--- config.mk ---
export PLATFORM = sky130hd
export DESIGN_NAME = sram_read_ctrl
export DESIGN_NICKNAME = d
export VERILOG_FILES = /design/src/rtl/sram_pkg.sv /design/src/rtl/sram_wl_decoder.sv /design/src/rtl/sram_read_ctrl.sv
export SDC_FILE = /design/constraint.sdc
export NUM_CORES = 1
export LEC_CHECK = 0
export BUFFER_PORTS_ARGS = -buffer_cell sky130_fd_sc_hd__buf_2
export CAP_MARGIN = 25
export CELL_PAD_IN_SITES_DETAIL_PLACEMENT = 1
export CELL_PAD_IN_SITES_GLOBAL_PLACEMENT = 1
export CORE_AREA = 2 2 96 70
export DETAILED_ROUTE_END_ITERATION = 8
export DIE_AREA = 0 0 98 72
export PLACE_DENSITY = 0.84
export SLEW_MARGIN = 20
export SYNTH_ARGS = -nofsm -noshare
export SYNTH_HDL_FRONTEND = slang
export SYNTH_SLANG_ARGS = --single-unit
--- constraint.sdc ---
create_clock -name clk -period 1.55 [get_ports clk]
set_clock_uncertainty 0.05 [all_clocks]
set_input_delay 0.2325 -clock clk [delete_from_list [all_inputs] [get_ports clk]]
set_output_delay 0.2325 -clock clk [all_outputs]
set_load 0.02 [all_outputs]
--- src/rtl/sram_pkg.sv ---
// ============================================================================
// Module  : sram_pkg
// Brief   : Shared types and defaults for the SRAM read controller.
// Rev     : 1.0  initial release
// ============================================================================
`default_nettype none

package sram_pkg;

  localparam int ADDR_W_DEF    = 4;
  localparam int DATA_W_DEF    = 32;
  localparam int SENSE_CYC_DEF = 2;
  localparam int CNT_W         = 4;

  typedef enum logic [2:0] {
    ST_IDLE      = 3'd0,
    ST_PRECHARGE = 3'd1,
    ST_ACCESS    = 3'd2,
    ST_CAPTURE   = 3'd3,
    ST_RESP      = 3'd4
  } state_e;

endpackage : sram_pkg

`default_nettype wire

--- src/rtl/sram_wl_decoder.sv ---
// ============================================================================
// Module  : sram_wl_decoder
// Brief   : Row address to one-hot word-line decoder, gated by enable.
// Rev     : 1.0  initial release
// ============================================================================
`default_nettype none

module sram_wl_decoder #(
  parameter int ADDR_W = 4
) (
  input  logic [ADDR_W-1:0]      addr,
  input  logic                   en,
  output logic [(1<<ADDR_W)-1:0] wl
);

  localparam int N_ROWS = 1 << ADDR_W;

  for (genvar i = 0; i < N_ROWS; i++) begin : g_row
    assign wl[i] = en && (addr == ADDR_W'(i));
  end

endmodule : sram_wl_decoder

`default_nettype wire

--- src/rtl/sram_read_ctrl.sv ---
// ============================================================================
// Module  : sram_read_ctrl
// Brief   : Single-port SRAM read sequencer (precharge/access/capture/resp).
//           Optional parity check enabled by macro SRAM_READ_PARITY_EN.
// Rev     : 1.0  initial release
// ============================================================================
`default_nettype none

module sram_read_ctrl
  import sram_pkg::*;
#(
  parameter int ADDR_W    = ADDR_W_DEF,
  parameter int DATA_W    = DATA_W_DEF,
  parameter int SENSE_CYC = SENSE_CYC_DEF
) (
  input  logic                   clk,
  input  logic                   rst_n,
  input  logic                   req_valid,
  output logic                   req_ready,
  input  logic [ADDR_W-1:0]      req_addr,
  output logic                   rsp_valid,
  input  logic                   rsp_ready,
  output logic [DATA_W-1:0]      rsp_data,
  output logic [(1<<ADDR_W)-1:0] wl,
  output logic                   precharge,
  output logic                   sense_en,
  input  logic [DATA_W-1:0]      bl_data
`ifdef SRAM_READ_PARITY_EN
  ,
  input  logic                   bl_par,
  output logic                   rsp_err
`endif
);

  localparam logic [CNT_W-1:0] SENSE_LOAD = CNT_W'(SENSE_CYC);

  state_e             state_q, state_d;
  logic [CNT_W-1:0]   cnt_q, cnt_d;
  logic [ADDR_W-1:0]  addr_q, addr_d;
  logic [DATA_W-1:0]  rsp_data_q, rsp_data_d;
  logic               wl_en;

  // State register plus the datapath flops that travel with it
  always_ff @(posedge clk) begin
    if (!rst_n) begin
      state_q    <= ST_IDLE;
      cnt_q      <= '0;
      addr_q     <= '0;
      rsp_data_q <= '0;
    end else begin
      state_q    <= state_d;
      cnt_q      <= cnt_d;
      addr_q     <= addr_d;
      rsp_data_q <= rsp_data_d;
    end
  end

  always_comb begin
    state_d    = state_q;
    cnt_d      = cnt_q;
    addr_d     = addr_q;
    rsp_data_d = rsp_data_q;
    case (state_q)
      ST_IDLE: begin
        if (req_valid) begin
          addr_d  = req_addr;
          state_d = ST_PRECHARGE;
        end
      end
      ST_PRECHARGE: begin
        cnt_d   = SENSE_LOAD;
        state_d = ST_ACCESS;
      end
      ST_ACCESS: begin
        // Counter is loaded with SENSE_CYC, so ACCESS spans SENSE_CYC cycles
        if (cnt_q <= CNT_W'(1)) begin
          cnt_d   = '0;
          state_d = ST_CAPTURE;
        end else begin
          cnt_d = cnt_q - CNT_W'(1);
        end
      end
      ST_CAPTURE: begin
        rsp_data_d = bl_data;
        state_d    = ST_RESP;
      end
      ST_RESP: begin
        if (rsp_ready) state_d = ST_IDLE;
      end
      default: state_d = ST_IDLE;
    endcase
  end

  always_comb begin
    req_ready = 1'b0;
    precharge = 1'b0;
    sense_en  = 1'b0;
    rsp_valid = 1'b0;
    wl_en     = 1'b0;
    case (state_q)
      ST_IDLE:      req_ready = 1'b1;
      ST_PRECHARGE: precharge = 1'b1;
      ST_ACCESS:    wl_en     = 1'b1;
      ST_CAPTURE: begin
        wl_en    = 1'b1;
        sense_en = 1'b1;
      end
      ST_RESP:      rsp_valid = 1'b1;
      default:      req_ready = 1'b0;
    endcase
  end

  assign rsp_data = rsp_data_q;

  sram_wl_decoder #(
    .ADDR_W (ADDR_W)
  ) u_wl_decoder (
    .addr (addr_q),
    .en   (wl_en),
    .wl   (wl)
  );

`ifdef SRAM_READ_PARITY_EN
  logic rsp_err_q, rsp_err_d;

  always_comb begin
    rsp_err_d = rsp_err_q;
    if (state_q == ST_CAPTURE) rsp_err_d = (^bl_data) ^ bl_par;
  end

  always_ff @(posedge clk) begin
    if (!rst_n) rsp_err_q <= 1'b0;
    else        rsp_err_q <= rsp_err_d;
  end

  assign rsp_err = rsp_err_q;
`endif

endmodule : sram_read_ctrl

`default_nettype wire

Word level (Yosys, flattened, before mapping)

Cells that the tools add are included.

Bits in registers: 43
Input port bits: 40
Output and inout port bits: 52
Logic and storage cells: 61

$add $sub $neg: 1
Order comparisons: 1
Equal/unequal tests: 22
Muxes and demuxes: 11
Reduce and logical (&&, ||, !) cells: 22

Operator list:

| cell                  | number |
|---|---|
| $eq A4 B4 Y1 const B  | 8 |
| $eq A4 B3 Y1 const B  | 4 |
| $logic_and A1 B1 Y1   | 16 |
| $pmux W3 S5           | 1 |
| $mux W3               | 3 |
| $eq A4 B2 Y1 const B  | 2 |
| $pmux W4 S2           | 1 |
| $eq A3 B2 Y1 const B  | 2 |
| $ne A2 B2 Y1 const B  | 3 |
| $mux W1               | 5 |
| $eq A4 B1 Y1 const B  | 1 |
| $le A4 B1 Y1 const B  | 1 |
| $logic_not A4 Y1      | 1 |
| $mux W4               | 1 |
| $sub A4 B1 Y4 const B | 1 |
| $eq A3 B1 Y1 const B  | 1 |
| $eq A3 B3 Y1 const B  | 1 |
| $logic_not A3 Y1      | 1 |
| $reduce_and A3 Y1     | 1 |
| $reduce_and A2 Y1     | 1 |
| $reduce_bool A2 Y1    | 1 |
| $reduce_or A2 Y1      | 1 |

Longest topological paths before layout

Depth after elaboration: 4
Gate-level depth with buffers: 8
Mapped depth without buffers: 6

Hierarchy

From an unflattened synthesis, not the netlist that was laid out.

Cells, all modules: 222
Area total of the unflattened synthesis: 1821.7 um^2

Modules (own cells, without submodules):

| module          | times used | cells each | area an instance (um^2) | sequential area each (um^2) |
|---|---|---|---|---|
| sram_read_ctrl  | 1          | 199        | 1704.1                  | 860.8 |
| sram_wl_decoder | 1          | 23         | 117.6                   | 0.0 |

Least setup slack after synthesis

Ideal clock, no wire load.

Kind: register to output
Start point: reg state_q[1]
End point: out wl[12]
Data arrival time: 1385 ps
Required time: 1267 ps
Path slack: -117 ps
Cell stages (with the launch flop): 6
Buffers on the path: 2
Cell sequence: dfxtp_1 > buf_6 > nor2b_4 > buf_6 > or3b_4 > nor2_1

Word-level cells in the longest chain between the ends: 4
Elaborated cells on any way between the ends: 5
Classes of those cells: 2 x eq/ne; 1 x mux; 2 x reduce/logical

Ends and longest elaborated chain:

| item                                  | RTL line              | text |
|---|---|---|
| from (decl)                           | sram_read_ctrl.sv:37  | `state_e state_q, state_d;` |
| from (signal assigned)                | sram_read_ctrl.sv:51  | `state_q <= state_d;` |
| $eq A3 B2 Y1                          | sram_read_ctrl.sv:100 | `case (state_q)` |
| $reduce_or A2 Y1 (no source line) (*) | -                     |  |
| $mux W1 (*)                           | sram_read_ctrl.sv:100 |  |
| $logic_and A1 B1 Y1 (*)               | sram_wl_decoder.sv:19 | `assign wl[i] = en && (addr == ADDR_W'(i));` |
| to (decl)                             | sram_read_ctrl.sv:24  | `output logic [(1<<ADDR_W)-1:0] wl,` |

Mark *: on every way between the ends. The rest lies on a longest branch, timed or not.

Final worst setup path

Start point: reg state_q[1]
End point: out wl[0]

Same word-level chain as after synthesis.

==> run metrics <==
fin worst setup slack -0.203 ns; Syn Std Cell Area 1840 um^2; cells after synthesis 229; CP arrival 1.47 ns; RSZ-0062 raised after global routing yes; Initial Utilization 30.2%; PortBufs 91; Max Cap Viol 0; Primary FF master, synth dfxtp_1; GRT overflow 0; Die Height 72 um; initial antenna violation count 0; Via Count 1915; Slew HR 78.1%; share of cells above drive strength 1 42.8%; VDD IR-drop max 0.396 mV; worst slew pin tran 0.328 ns; area grow syn2layout 44.1%; I/O Pins 92; vias in the first global route 1904; routed wire length 5.73 mm; largest net degree at the start of global routing 34; Lkg Pwr 1.17 nW; CP Launch Type flop; Final min period 1.75 ns; H-tree levels 2; CTS tree built; post-DP HPWL 4.19 mm; routed length per instance 14.2 um; Initial DRC Count 69; vias per cell 4.73; #FFs+latches synth 43; DIE AREA 7060 um^2; Hold Path Class primary input to flop; worst skew pair latency 0.29 ns; Max Transition Viols Final 0; antenna-violating nets left 0; syn_nets 271; Chip Width 98 um; Crit. End Element primary output; Ys Warns 0; CTS max path bufs 2; failing checks setup timing; DP Area 2400 um^2; Pre-antenna DRT Iters 4; most numerous cell in the Yosys netlist nand2_1; xor and xnor area share after synthesis 0.476%; core area 6100 um^2; Design Area, Final 2650 um^2; Fin. Hold Viols 0; worst hold slack 0.128 ns; outcome finished with violations; Synth Area in Simple Gates 27.6%; worst path required time 1.27 ns; Cell variety after synth 35; CTS Sinks 43; Final Cycle Share 113%; fin nets 368; RD Place Congestion 0.830; cts hold-fix bufs 0; post-synthesis compound-gate area fraction 14.7%; Final setup viols 16; CTS Buf Count 5; FFs w/ async S/R, synth 0%; fmax 571 MHz; portion of netlist area occupied by mux cells 2.72%; DRC Markers 0; Rows 24; number of synthesized flops with an enable pin 0; Crit Path Class flop to primary output; Synth area leaders dfxtp_1, nand2_1, a21oi_1; clock root cell clkbuf_8; first-pass GRT wire length 9.36 mm; Power Density 945 nW/um^2; Synth area leader dfxtp_1; worst reg2reg setup slack 0.11 ns; Commonest cells post-synth nand2_1, dfxtp_1, a21oi_1; register area share after synthesis 46.8%; Tot GR Track Use 16.4%; Syn Area/Cell 8.04 um^2; CTS clk-pin slew, worst paths 0.09 ns; largest family of logic cells by synthesized area simple AND/OR/NAND/NOR gates; top-area cell type share of the netlist area 46.8%; adder-cell share of the synthesized area 1.36%; Crit Path Max Fanout 4; n_diodes 0; fillers 759
## path summary, 6_finish.rpt
| check | from | end | depth (start not counted) |
|---|---|---|---|
| worst max-delay path | state_q[1] | wl[0] | 4 |
| worst min-delay path | bl_data[15] | rsp_data[15] | 3 |
| worst max register to register | cnt_q[1] | cnt_q[3] | 6 |
| worst min register to register | rsp_data[15] | rsp_data[15] | 2 |
## cell type report
class,instances,area [um^2],share of cell area [%]
clock buffers,6,72.6,2.74
clock inverters,2,12.5,0.472
inverters,5,26.3,0.991
multi-input cells,166,927,35.0
flip-flops and latches,43,868,32.7
well taps,78,97.6,3.68
repair buffers,105,648,24.4
## cell usage in the layout (no fill, tap or decap), drive strengths merged, types with 2 or more instances in the layout
cell type / instances
a21oi: 36
and2: 2
buf: 105
clkbuf: 6
clkinv: 2
dfxtp: 43
ha: 2
inv: 4
mux2i: 5
nand2: 69
nand2b: 4
nand3b: 2
nor2: 21
nor2b: 2
nor3: 7
o21ai: 4
## power breakdown
group / internal [W] / switching [W] / total (W) / leakage, nW
registers: 0.00116 / 0.0000502 / 0.00121 / 0.350
clock network: 0.000315 / 0.000379 / 0.000694 / 0.0412
logic: 0.000259 / 0.000338 / 0.000598 / 0.778
## state kept, by name, indices dropped and copies added (netlist names)
register / cells
addr_q: 4
cnt_q: 4
rsp_data: 32
state_q: 3
## metrics by stage
step                worst slack [ns]  total power [W]  setup TNS (ns)  std cells  utilization, %
floorplan                    -0.0555          0.00160          -0.209        229               -
detailed placement            0.0456          0.00177               0        392            39.4
global route                  -0.278          0.00268           -3.81        405            43.5
finish                        -0.203          0.00251           -2.22        405            43.5
CTS                           -0.215          0.00251           -2.73        403            42.4
global placement               0.122          0.00175               0        392            39.4
## critical path, stage by stage, from the launching register on
cell	delay (ns)
dfxtp_2	0.33
nor2b_4	0.15
or3b_4	0.44
nor3_4	0.13
buf_6	0.14
## per-layer routing
layer	part of all wire, %	global-route usage [%]
met1	46	21.5
met4	1.8	4.78
met5	0	0
met2	47	27.5
met3	4.5	3.76
## timing repair
action	in CTS	in global routing
setup endpoints to repair	19	23
pin swaps	7	2
cloned	0	0
buffers inserted	3	2
gates resized for setup	26	14
## cell families after synthesis
family | Yosys count
AND/OR/NAND/NOR | 113
flip-flops | 43
adder cells (fa/ha/maj) | 2
multiplexers | 5
AO/OA/AOI/OAI | 45
buffers and inverters | 20
XOR/XNOR | 1
No activity file was read; power rests on OpenSTA's default activity.
